**config.mk**
```make
export PLATFORM = sky130hd
export DESIGN_NAME = exc_sequencer
export DESIGN_NICKNAME = d
export VERILOG_FILES = /design/src/rtl/exc_sequencer.sv
export SDC_FILE = /design/constraint.sdc
export NUM_CORES = 1
export LEC_CHECK = 0
export CORE_ASPECT_RATIO = 0.8
export CORE_UTILIZATION = 40
export DETAILED_ROUTE_END_ITERATION = 6
export GPL_TIMING_DRIVEN = 0
export PLACE_DENSITY = 0.78
export SLEW_MARGIN = 15
export SYNTH_ARGS = -nofsm -noshare
export SYNTH_HDL_FRONTEND = slang
export SYNTH_SLANG_ARGS = --single-unit
```
**constraint.sdc**
```tcl
create_clock -name clock -period 4.5 [get_ports clock]
set_input_delay 0.45 -clock clock [delete_from_list [all_inputs] [get_ports clock]]
set_output_delay 0.45 -clock clock [all_outputs]
set_load 0.01 [all_outputs]
```
**src/rtl/exc_sequencer.sv**
```systemverilog
// Exception/interrupt sequencer: arbitrates WB exceptions, interrupts and eret,
// issues the CP0 command, flushes the pipeline and redirects fetch.
module exc_sequencer #(
    parameter logic [31:0] HANDLER_ADDR = 32'h0000F000,
    parameter int          FLUSH_CYCLES = 2,
    parameter int          IRQ_LINES    = 6
) (
    input  logic                 clock,
    input  logic                 reset,
    input  logic                 wb_valid,
    input  logic [31:0]          wb_pc,
    input  logic                 wb_ri,
    input  logic                 wb_ov,
    input  logic                 wb_dz,
    input  logic                 wb_syscall,
    input  logic                 wb_break,
    input  logic                 wb_eret,
    input  logic [IRQ_LINES-1:0] ext_irq,
    input  logic [IRQ_LINES-1:0] irq_clr,
    input  logic                 status_ie,
    input  logic [IRQ_LINES-1:0] status_im,
    input  logic [31:0]          cp0_epc,
    output logic                 cp0_trap,
    output logic                 cp0_eret,
    output logic [4:0]           cp0_exc_code,
    output logic [31:0]          cp0_epc_wr,
    output logic                 flush,
    output logic                 stall,
    output logic                 pc_redirect,
    output logic [31:0]          redirect_pc,
    output logic [IRQ_LINES-1:0] irq_pending
);

    typedef enum logic [2:0] {
        ST_IDLE     = 3'd0,
        ST_TRAP     = 3'd1,
        ST_ERET     = 3'd2,
        ST_FLUSH    = 3'd3,
        ST_REDIRECT = 3'd4
    } state_t;

    localparam logic [3:0] FLUSH_LAST = 4'(FLUSH_CYCLES - 1);

    // Returns {hit, epc_is_next, exc_code} for the highest-priority WB exception.
    function automatic logic [6:0] exc_select(input logic ri, input logic ov, input logic dz,
                                              input logic sys, input logic brk);
        logic [6:0] sel;
        if (ri)       sel = {1'b1, 1'b0, 5'd10};
        else if (ov)  sel = {1'b1, 1'b0, 5'd12};
        else if (dz)  sel = {1'b1, 1'b0, 5'd13};
        else if (sys) sel = {1'b1, 1'b1, 5'd8};
        else if (brk) sel = {1'b1, 1'b1, 5'd9};
        else          sel = 7'd0;
        return sel;
    endfunction

    state_t                 state_q, state_d;
    logic [3:0]             cnt_q, cnt_d;
    logic [4:0]             code_q, code_d;
    logic [31:0]            epc_q, epc_d;
    logic [31:0]            target_q, target_d;
    logic [IRQ_LINES-1:0]   irq_s1_q, irq_s2_q, irq_s3_q;
    logic [IRQ_LINES-1:0]   irq_pending_q, irq_pending_d;
    logic [IRQ_LINES-1:0]   irq_rise_s;
    logic                   irq_take_s;
    logic [6:0]             exc_sel_s;
    logic [31:0]            pc_next_s;
    logic                   trap_q, eret_q, flush_q, stall_q, redirect_q;
    logic [31:0]            redirect_pc_q;

    assign exc_sel_s  = exc_select(wb_ri, wb_ov, wb_dz, wb_syscall, wb_break);
    assign pc_next_s  = wb_pc + 32'd4;
    assign irq_rise_s = irq_s2_q & ~irq_s3_q;
    assign irq_take_s = status_ie & (|(irq_pending_q & status_im));

    // Pending update: a new rising edge beats a simultaneous software clear.
    always_comb begin
        irq_pending_d = (irq_pending_q & ~irq_clr) | irq_rise_s;
    end

    // Interrupt synchronizers, edge history and pending latch.
    always_ff @(posedge clock or posedge reset) begin
        if (reset) begin
            irq_s1_q      <= '0;
            irq_s2_q      <= '0;
            irq_s3_q      <= '0;
            irq_pending_q <= '0;
        end else begin
            irq_s1_q      <= ext_irq;
            irq_s2_q      <= irq_s1_q;
            irq_s3_q      <= irq_s2_q;
            irq_pending_q <= irq_pending_d;
        end
    end

    // Next-state logic: capture happens only in IDLE with a valid WB instruction.
    always_comb begin
        state_d  = state_q;
        cnt_d    = cnt_q;
        code_d   = code_q;
        epc_d    = epc_q;
        target_d = target_q;
        case (state_q)
            ST_IDLE: begin
                if (wb_valid && exc_sel_s[6]) begin
                    code_d  = exc_sel_s[4:0];
                    epc_d   = exc_sel_s[5] ? pc_next_s : wb_pc;
                    state_d = ST_TRAP;
                end else if (wb_valid && irq_take_s) begin
                    code_d  = 5'd0;
                    epc_d   = pc_next_s;
                    state_d = ST_TRAP;
                end else if (wb_valid && wb_eret) begin
                    target_d = cp0_epc;
                    state_d  = ST_ERET;
                end else begin
                    state_d = ST_IDLE;
                end
            end
            ST_TRAP: begin
                target_d = HANDLER_ADDR;
                cnt_d    = FLUSH_LAST;
                state_d  = ST_FLUSH;
            end
            ST_ERET: begin
                cnt_d   = FLUSH_LAST;
                state_d = ST_FLUSH;
            end
            ST_FLUSH: begin
                if (cnt_q == 4'd0) begin
                    state_d = ST_REDIRECT;
                end else begin
                    cnt_d = cnt_q - 4'd1;
                end
            end
            ST_REDIRECT: state_d = ST_IDLE;
            default:     state_d = ST_IDLE;
        endcase
    end

    // Sequencer state and captured trap/redirect context.
    always_ff @(posedge clock or posedge reset) begin
        if (reset) begin
            state_q  <= ST_IDLE;
            cnt_q    <= 4'd0;
            code_q   <= 5'd0;
            epc_q    <= 32'd0;
            target_q <= 32'd0;
        end else begin
            state_q  <= state_d;
            cnt_q    <= cnt_d;
            code_q   <= code_d;
            epc_q    <= epc_d;
            target_q <= target_d;
        end
    end

    // Output registers decoded from the next state so they align with state_q.
    always_ff @(posedge clock or posedge reset) begin
        if (reset) begin
            trap_q        <= 1'b0;
            eret_q        <= 1'b0;
            flush_q       <= 1'b0;
            stall_q       <= 1'b0;
            redirect_q    <= 1'b0;
            redirect_pc_q <= 32'd0;
        end else begin
            trap_q        <= (state_d == ST_TRAP);
            eret_q        <= (state_d == ST_ERET);
            flush_q       <= (state_d == ST_FLUSH);
            stall_q       <= (state_d != ST_IDLE);
            redirect_q    <= (state_d == ST_REDIRECT);
            redirect_pc_q <= (state_d == ST_REDIRECT) ? target_d : 32'd0;
        end
    end

    assign cp0_trap     = trap_q;
    assign cp0_eret     = eret_q;
    assign cp0_exc_code = code_q;
    assign cp0_epc_wr   = epc_q;
    assign flush        = flush_q;
    assign stall        = stall_q;
    assign pc_redirect  = redirect_q;
    assign redirect_pc  = redirect_pc_q;
    assign irq_pending  = irq_pending_q;

endmodule

```
==> flow_summary_export.csv <==
group,metric,value,unit
setup_path,reg2reg_slack,1860,ps
logic_synthesis,synthFlopType,"dfrtp_1",
setup_path,crit_path_end_kind,"register",
timing,setup_viol,0,
setup_path,cpLargestDelayFamily,"simple AND/OR/NAND/NOR gates",
timing,whs,346.9,ps
job,max-cap-violations,0,
timing,fin_crit_sh,61.03,%
setup_path,crit_slowest_cell,"o31ai_1",
setup_path,start_kind,"input port",
clocking,numCtsBuffers,17,
logic_synthesis,synth_edf_count,0,
min_path,min_path_cells,0,
power,comb_power_share,32.0,%
route,drt-initial-drc-count,389,
logic_synthesis,syn_nets,714,
logic_synthesis,avgSynthCellArea,10.04,um^2
min_path,whs_endpoint,"irq_s2_q[3]$_DFF_PP0_",
power,peakVddDrop,340.1,uV
clocking,cts_resized,0,
timing,fin_worst_skew,8.568,ps
clocking,worstSkewPairLatency,420,ps
power,power_frac_clock,30.0,%
cells_and_area,area_growth,42.14,%
cells_and_area,final_util,58.47,%
route,firstDrtPassIters,5,
floorplan,die_w,141.4,um
power,p_leak,0.003643,uW
power,p_int,3349,uW
setup_path,worstPathRequired,4830,ps
power,power.density,552.3,nW/um^2
power,power.switching,1531,uW
cells_and_area,layout-drive-gt1-share,7.186,%
min_path,hold_class,"register to register",
route,vias_per_cell,5.356,
timing,worstMarginPinSlew,1142,ps
cells_and_area,fillers,1314,
floorplan,rows,40,
timing,hold_violations,0,
clocking,htreeDepth,4,
cells_and_area,multi_input_area,2436,um^2
logic_synthesis,synth_cell_types,50,
grt,grt_max_degree,105,
timing,tns,0,ps
clocking,clock-root-buffer,"clkbuf_16",
setup_path,r2r_start,"state_q[1]$_DFF_PP0_",
cells_and_area,final_area,8837,um^2
floorplan,core_area,15110,um^2
place,numPortBuffers,169,
grt,antenna_found_initial,1,
route,avgRoutedWirePerCell,16.88,um
power,seqPwrFrac,38.0,%
floorplan,io-pin-count,172,
min_path,min-delay-start,"irq_s1_q[3]$_DFF_PP0_",
timing,period_needed,2746,ps
place,routabilityCongestion,0.9525,
logic_synthesis,netlist_area,6217,um^2
cells_and_area,most-common-layout-cells,"clkdlybuf4s50_1 (169), dfrtp_1 (136), inv_1 (50), nand2_1 (47), o21ai_0 (38)",
logic_synthesis,synthCells,619,
timing,relSlewSlack,23.18,%
setup_path,r2r_cells,7,
logic_synthesis,ys_seq_elements,136,
power,p_sw_share,31.37,%
grt,grt_usage,22.67,%
timing,fmax,0.3641,GHz
place,placedInstanceArea,8207,um^2
timing,maxSlewViolCount,0,
cells_and_area,nNetsFinal,903,
floorplan,dieArea,16050,um^2
cells_and_area,regArea,3403,um^2
setup_path,cp_cell_sequence,"clkdlybuf4s50_1 -> o31ai_1 -> nand3_1 -> or4_1 -> a31oi_1",
cells_and_area,n_antenna_cell,0,
setup_path,path_buf_inv,1,
logic_synthesis,synth_area_leaders,"dfrtp_1 (55%), o311ai_0 (3.5%), and2_1 (3.3%)",
floorplan,start_util,41.13,%
setup_path,slowest_delay,780,ps
route,vias,5522,
clocking,clockBufferDepth,2,
place,hpwl,12830,um
outcome,status,"finished clean",
clocking,tritoncts,"yes",
route,routed_wl,17400,um
logic_synthesis,synth_top_area_share,54.74,%
grt,grt_pass1_wl,27790,um
clocking,clock_sinks,136,
setup_path,path_class,"input port to register",
power,total_power,4881,uW
route,drcViolationCount,0,
setup_path,r2r-end,"cp0_epc_wr[0]$_DFFE_PP0P_",
timing,rsz0062_at_grt,"no",
logic_synthesis,synth_top_cell_by_area,"dfrtp_1",
logic_synthesis,ys_async_sr_fraction,100.0,%
grt,grt_overflow,0,
logic_synthesis,yosysWarnings,0,
clocking,cts_hold_buffers,0,
clocking,post_cts_buffers,0,
clocking,clk_pin_slew,60,ps
logic_synthesis,seq_area_frac_synth,54.74,%
setup_path,path_max_fanout,9,
floorplan,die_y,113.5,um
route,antenna_left,0,
cells_and_area,layout_commonest_cell,"clkdlybuf4s50_1",
grt,grt_pass1_vias,5305,
setup_path,worstPathArrival,3080,ps
state kept, by name (all words and copies together), names as in the netlist:
register	count
flush	1
target_q	32
irq_s1_q	6
cnt_q	4
state_q	3
cp0_trap	1
redirect_pc	32
stall	1
cp0_eret	1
irq_s3_q	6
cp0_exc_code	4
irq_s2_q	6
pc_redirect	1
cp0_epc_wr	32
irq_pending	6
cells in the mapped netlist (all sizes together) (4+ instances only):
master and instances:
o21ai 38, or4 9, nand4 15, and4 4
nor2b 31, nor4 6, a21oi 11, buf 10
dfrtp 136, o311a 4, mux2 7, nand2 47
nor2 17, nand2b 4, o31ai 11, and2 33
o22ai 7, nor3 34, clkbuf 30, inv 51
a31oi 21, xnor2 10, o41ai 9, o311ai 25
nand3 19
cells by family (layout without fill, tap and decap cells):
kind of cell / Yosys count / in the layout / synth area share, %
muxes: 7 / 7 / 1.268
other: 1 / 1 / 0.06032
buffers and inverters: 92 / 294 / 6.078
and+or+nand+nor: 233 / 233 / 20.53
xor gates and xnor gates: 10 / 10 / 1.409
DFF: 136 / 136 / 54.74
AOI/OAI and AO/OA: 137 / 137 / 15.32
adders and majority gates: 3 / 3 / 0.6038
worst max path at each step:
stage / slack, ps / startpoint / cells after the start / end
after floorplan: 410 / reset / 1 / cnt_q[0]$_DFFE_PP0P_
after global placement: -1550 / reset / 2 / redirect_pc[5]$_DFF_PP0_
after detailed placement: 1330 / wb_valid / 8 / cp0_epc_wr[0]$_DFFE_PP0P_
after CTS: 1770 / wb_valid / 8 / cp0_epc_wr[0]$_DFFE_PP0P_
after global routing: 1650 / wb_ri / 5 / cp0_epc_wr[24]$_DFFE_PP0P_
final: 1750 / wb_ri / 5 / cp0_epc_wr[28]$_DFFE_PP0P_
power by group through the flow:
stage	Sequential, uW	Combinational, uW	Clock [uW]
floorplan	1920	709	0
global placement	1860	1530	0
detailed placement	1870	1560	0
CTS	1850	1570	1490
global route	1910	1710	1540
finish	1850	1560	1470
layout make-up:
type / instances / area share, %
flip-flops and latches: 136 / 38.51
multi-input cells: 391 / 27.57
repair buffers: 170 / 19.45
clock buffers: 20 / 5.281
well taps: 210 / 2.973
inverters: 52 / 2.308
plain buffers: 40 / 2.053
clock inverters: 12 / 1.855
per-layer routing:
| metal | track usage (%) | share of wire [%] | wire [um] |
|---|---|---|---|
| met5 | 0 | 0.075 | 13 |
| met4 | 9.964 | 2.8 | 486 |
| met3 | 5.584 | 6.6 | 1144 |
| met2 | 33.76 | 45 | 7810 |
| met1 | 31.46 | 46 | 7945 |
through the flow:
step                      setup slack (ps)  cells
after global placement               -1550    998
after floorplan                      410.5    619
after CTS                             1770   1031
after global routing                  1648   1031
after detailed placement              1331    999
final                                 1754   1031
worst reg2reg max path, stage by stage, from the launching register on:
cell,delay [ps]
dfrtp_1,450
or4b_1,530
buf_2,170
a311oi_4,520
nor2_2,180
clkinv_2,160
buf_6,180
mux2_1,340
(Power assumes the default switching activity.)
